[src/rtl/pwm_gen.sv]
// rtl/pwm_gen.sv - counter-based PWM generator; optional period-boundary duty latch via PWM_DUTY_LATCH_EN
`ifndef BRIGHTNESS_WIDTH
`define BRIGHTNESS_WIDTH 7
`endif

module pwm_gen #(
  parameter int WIDTH = `BRIGHTNESS_WIDTH
) (
  input  logic             sysclk,
  input  logic             rst,
  input  logic             i_enb,
  input  logic [WIDTH-1:0] i_d,
  output logic             o_pwm,
  output logic [WIDTH-1:0] o_cnt
);

  logic [WIDTH-1:0] cnt;
  logic [WIDTH-1:0] cnt_next;
  logic [WIDTH-1:0] duty_eff;

  assign cnt_next = cnt + WIDTH'(1);

`ifdef PWM_DUTY_LATCH_EN
  // Duty is only taken from i_d at the wrap to 0, so pulses are never truncated.
  logic [WIDTH-1:0] duty_q;

  assign duty_eff = (cnt_next == '0) ? i_d : duty_q;

  always_ff @(posedge sysclk or posedge rst) begin
    if (rst) begin
      duty_q <= '0;
    end else if (i_enb) begin
      duty_q <= duty_eff;
    end
  end
`else
  assign duty_eff = i_d;
`endif

  // Parking the counter at all ones makes the first enabled edge start a period at 0.
  always_ff @(posedge sysclk or posedge rst) begin
    if (rst) begin
      cnt   <= '1;
      o_pwm <= 1'b0;
    end else if (!i_enb) begin
      cnt   <= '1;
      o_pwm <= 1'b0;
    end else begin
      cnt   <= cnt_next;
      o_pwm <= (cnt_next < duty_eff);
    end
  end

  assign o_cnt = cnt;

endmodule

[config.mk]
export PLATFORM = sky130hd
export DESIGN_NAME = pwm_gen
export DESIGN_NICKNAME = d
export VERILOG_FILES = /design/src/rtl/pwm_gen.sv
export SDC_FILE = /design/constraint.sdc
export NUM_CORES = 1
export LEC_CHECK = 0
export CAP_MARGIN = 40
export CORE_MARGIN = 3
export CORE_UTILIZATION = 38
export DETAILED_ROUTE_END_ITERATION = 6
export PLACE_DENSITY = 0.72
export SLEW_MARGIN = 30
export SYNTH_ARGS = -nofsm -noshare
export SYNTH_HDL_FRONTEND = slang
export SYNTH_SLANG_ARGS = --single-unit
[constraint.sdc]
create_clock -name sysclk -period 1.91 [get_ports sysclk]
set_clock_uncertainty 0.05 [all_clocks]
set_input_delay 0.2865 -clock sysclk [delete_from_list [all_inputs] [get_ports sysclk]]
set_output_delay 0.2865 -clock sysclk [all_outputs]
set_load 0.05 [all_outputs]
After elaboration in Yosys (flattened, before gate mapping)
Cells that the tools add are included.
{"block": "totals", "ff_bits": 8}
{"block": "op_classes", "add_sub_neg": 1, "n_lt_le_gt_ge": 1, "mux": 2}
{"cell": "$add 7x1->7 const B", "count": 1}
{"cell": "$lt 7x7->1", "count": 1}
{"cell": "$mux 7", "count": 1}
{"cell": "$mux 1", "count": 1}

Logic depth before layout (Yosys ltp)
{"block": "logic_depth", "word_depth": 3, "depth_mapped": 7}

Worst setup path after synthesis
OpenSTA, ideal clock, no wires.
{"block": "synth_timing", "path_type": "register -> register", "startpoint": "register cnt[2], in the netlist o_cnt[2]", "endpoint": "register o_pwm", "arrival_time_ps": 2107, "setup_slack_ps": -329, "path_stages_with_launch": 8, "n_path_buf": 0, "period_less_slack_ps": 2239, "path_cell_list": "dfstp_2 -> nand3_2 -> or3_1 -> nand2_1 -> ha_1 -> a21o_1 -> a221o_1 -> a31oi_1"}
{"block": "synth_via", "elab_chain_len": 3}
{"item": "from (decl)", "line": "17", "text": "logic [WIDTH-1:0] cnt;"}
{"item": "from (signal assigned)", "line": "49", "text": "cnt <= cnt_next;"}
{"item": "$add 7x1->7", "line": "21", "text": "assign cnt_next = cnt + WIDTH'(1);"}
{"item": "$lt 7x7->1", "line": "50", "text": "o_pwm <= (cnt_next < duty_eff);"}
{"item": "$mux 1", "line": "45", "text": "end else if (!i_enb) begin"}
{"item": "to (signal assigned)", "line": "50"}
{"item": "to (decl)", "line": "13", "text": "output logic o_pwm,"}
Every way passes these cells.

Final worst setup path
Ends and elaborated chain as after synthesis.

==> flow_metrics.env <==
export IMPL_drive_gt1_frac=0.476
export IMPL_routed_wl_um=1330
export IMPL_internal_power_w=0.000588
export IMPL_grt_max_degree=9
export IMPL_dpl_cell_area_um2=781
export IMPL_r2r_slack_ns=-0.23
export IMPL_avgSynthCellArea_um2=9.94
export IMPL_syn_cell_area_um2=527
export IMPL_maxSlewHeadroom=0.671
export IMPL_worstPathRequired_ns=2.04
export IMPL_final_common_cell="buf_4"
export IMPL_final_cell_mix="buf_4 (15), clkdlybuf4s50_1 (10), inv_1 (8), ha_1 (5)"
export IMPL_power_density_nw_per_um2=1160
export IMPL_synth_seq_cells=8
export IMPL_synth_seq_area_share=0.397
export IMPL_setup_viol=1
export IMPL_rsz0062_at_grt="true"
export IMPL_p_sw_w=0.000412
export IMPL_yosys_warnings=0
export IMPL_clkPwrFrac=0.147
export IMPL_fillerInstances=95
export IMPL_crit_type="reg -> reg"
export IMPL_initial_core_util=0.439
export IMPL_cp_max_fo=4
export IMPL_core_um2=1200
export IMPL_grt_pass1_vias=444
export IMPL_clkTransAtPathRegs_ns=0.06
export IMPL_finalMaxSlewViolations=0
export IMPL_h_tree_depth=1
export IMPL_finalPower_w=0.00100
export IMPL_tightest_slew_ns=0.492
export IMPL_numCtsBuffers=3
export IMPL_synth_top_area_frac=0.349
export IMPL_end_kind="register"
export IMPL_path_cells="and3_4, nand3_4, xnor2_2, ha_1, and3_4, a221o_1, a31oi_1"
export IMPL_ant_nets=0
export IMPL_combPwrFrac=0.582
export IMPL_wl_per_cell_um=13.9
export IMPL_cts_sinks=8
export IMPL_finalCriticalPeriod_ns=2.14
export IMPL_seqPwrFrac=0.272
export IMPL_port_buffers=17
export IMPL_netlist_instances=53
export IMPL_insertion_delay_ns=0.27
export IMPL_tritoncts="yes"
export IMPL_violations="negative setup slack"
export IMPL_power_switching_share=0.412
export IMPL_clock_root_buffer="clkbuf_4"
export IMPL_remaining_drc_errors=0
export IMPL_design_area_um2=865
export IMPL_pin_count=18
export IMPL_regArea_um2=220
export IMPL_die_height_um=43.2
export IMPL_cts_hold_buf=0
export IMPL_start_kind="register"
export IMPL_hold_viol_final=0
export IMPL_utilization=0.720
export IMPL_gp_congestion=0.749
export IMPL_area_delta_synth_final_pct=64.1
export IMPL_drtIter0Drc=5
export IMPL_cpMaxStageDelayCell="dfstp_4"
export IMPL_cap_violations=0
export IMPL_grt_pass1_wl_um=2020
export IMPL_synthTopCellsByArea="dfstp_2 (35%), ha_1 (17%), inv_1 (5.7%), xnor2_1 (5.0%), dfrtp_1 (4.8%)"
export IMPL_antenna_found_initial=0
export IMPL_ir_drop_v=0.000675
export IMPL_cts_path_max_buffers=2
export IMPL_cellLeakagePower_nw=0.410
export IMPL_nets=100
export IMPL_yosysTopAreaCell="dfstp_2"
export IMPL_firstDrtPassIters=3
export IMPL_detail_route_vias_per_cell=4.81
export IMPL_critPathMaxStageDelay_ns=0.64
export IMPL_track_usage=0.158
export IMPL_antennaDiodeCount=0
export IMPL_post_route_period_util=1.12
export IMPL_fin_ws_ns=-0.227
export IMPL_row_count=12
export IMPL_hold_path_class="in -> async"
export IMPL_fmax_mhz=468
export IMPL_cp_common_cell="and3_4"
export IMPL_synth_nets=70
export IMPL_multiInputGateArea_um2=358
export IMPL_die_area_um2=1870
export IMPL_dieWidth_um=43.2
export IMPL_yosysUniqueCellTypes=20
export IMPL_place_hpwl_um=1040
export IMPL_worstPathArrival_ns=2.27
export IMPL_num_vias=462
export IMPL_overflow=0
export IMPL_status="complete, but fails checks"
[worst paths after layout]
check | startpoint | endpoint | cells past startpoint
setup / recovery | o_cnt[2]$_DFF_PP1_ | o_pwm$_DFF_PP0_ | 7
hold / removal | rst | o_pwm$_DFF_PP0_ | 2
setup reg to reg | o_cnt[2]$_DFF_PP1_ | o_pwm$_DFF_PP0_ | 7
hold reg to reg | o_cnt[6]$_DFF_PP1_ | o_cnt[6]$_DFF_PP1_ | 2
max in group asynchronous | rst | o_cnt[5]$_DFF_PP1_ | 2
min in group sysclk | o_cnt[6]$_DFF_PP1_ | o_cnt[6]$_DFF_PP1_ | 2
[state kept, by name (all words and copies together), names as in the netlist]
| signal | count |
|---|---|
| o_pwm | 1 |
| o_cnt | 7 |
[per-layer routing]
metal	up-vias	GRT usage	wire length, µm
met5	-	0	0
met4	0	0.0904	42
met3	5	0.0763	57
met2	14	0.242	648
met1	208	0.176	582
li1	235	-	-
[worst max-delay path, delay by kind of cell (launching register included)]
kind            cells  cell delay (ns)
flops               1             0.64
simple gates        3             0.45
fa+ha+maj           1             0.34
compound gates      2             0.44
xor+xnor            1             0.14
[power groups by stage]
stage / clock (W) / sequential, W / combinational [W]
2_1_floorplan: 0 / 0.000396 / 0.000187
3_3_place_gp: 0 / 0.000268 / 0.000489
3_5_place_dp: 0 / 0.000268 / 0.000501
4_1_cts: 0.000149 / 0.000267 / 0.000504
5_1_grt: 0.000162 / 0.000278 / 0.000620
6_report: 0.000147 / 0.000271 / 0.000581
[cell families (layout without fill, tap and decap cells)]
| kind of cell | after synthesis | after routing | share of synthesized area |
|---|---|---|---|
| adders and majority gates | 7 | 7 | 0.166 |
| xor gates and xnor gates | 4 | 4 | 0.0665 |
| and+or+nand+nor | 19 | 19 | 0.211 |
| AOI/OAI and AO/OA | 6 | 6 | 0.0736 |
| muxes | 1 | 1 | 0.0285 |
| buffers and inverters | 8 | 37 | 0.0570 |
| DFF | 8 | 8 | 0.397 |
[Yosys cell counts (all sizes together)]
cell    count
nand2b      3
o21ai       2
nand2       5
and3        2
inv         8
dfstp       7
nand3       4
or3         1
a21oi       1
a31oi       1
a221o       1
ha          7
and2        1
dfrtp       1
a21o        1
mux2        1
xor2        1
xnor2       3
or2         3
[through the flow]
step / hold WS, ns / worst slack [ns] / TNS [ns] / instances
floorplan: 0.0471 / -0.256 / -0.256 / 53
global placement: 0.504 / -0.157 / -0.157 / 92
detailed placement: 0.506 / -0.215 / -0.215 / 92
CTS: 0.226 / -0.216 / -0.216 / 96
global route: 0.234 / -0.250 / -0.250 / 96
finish: 0.217 / -0.227 / -0.227 / 96
[area by class of cell]
| cell class | instances | share of cell area |
|---|---|---|
| multi-input combinational | 37 | 0.414 |
| sequential | 8 | 0.255 |
| timing repair buffer | 25 | 0.246 |
| inverter | 8 | 0.0347 |
| clock buffer | 4 | 0.0304 |
| tap | 14 | 0.0203 |
[what timing repair did]
action,in CTS,in global routing
pin swaps,0,3
resized for setup,1,9
setup endpoints to repair,1,1
setup buffers,0,0
No activity file was read; power rests on OpenSTA's default activity.
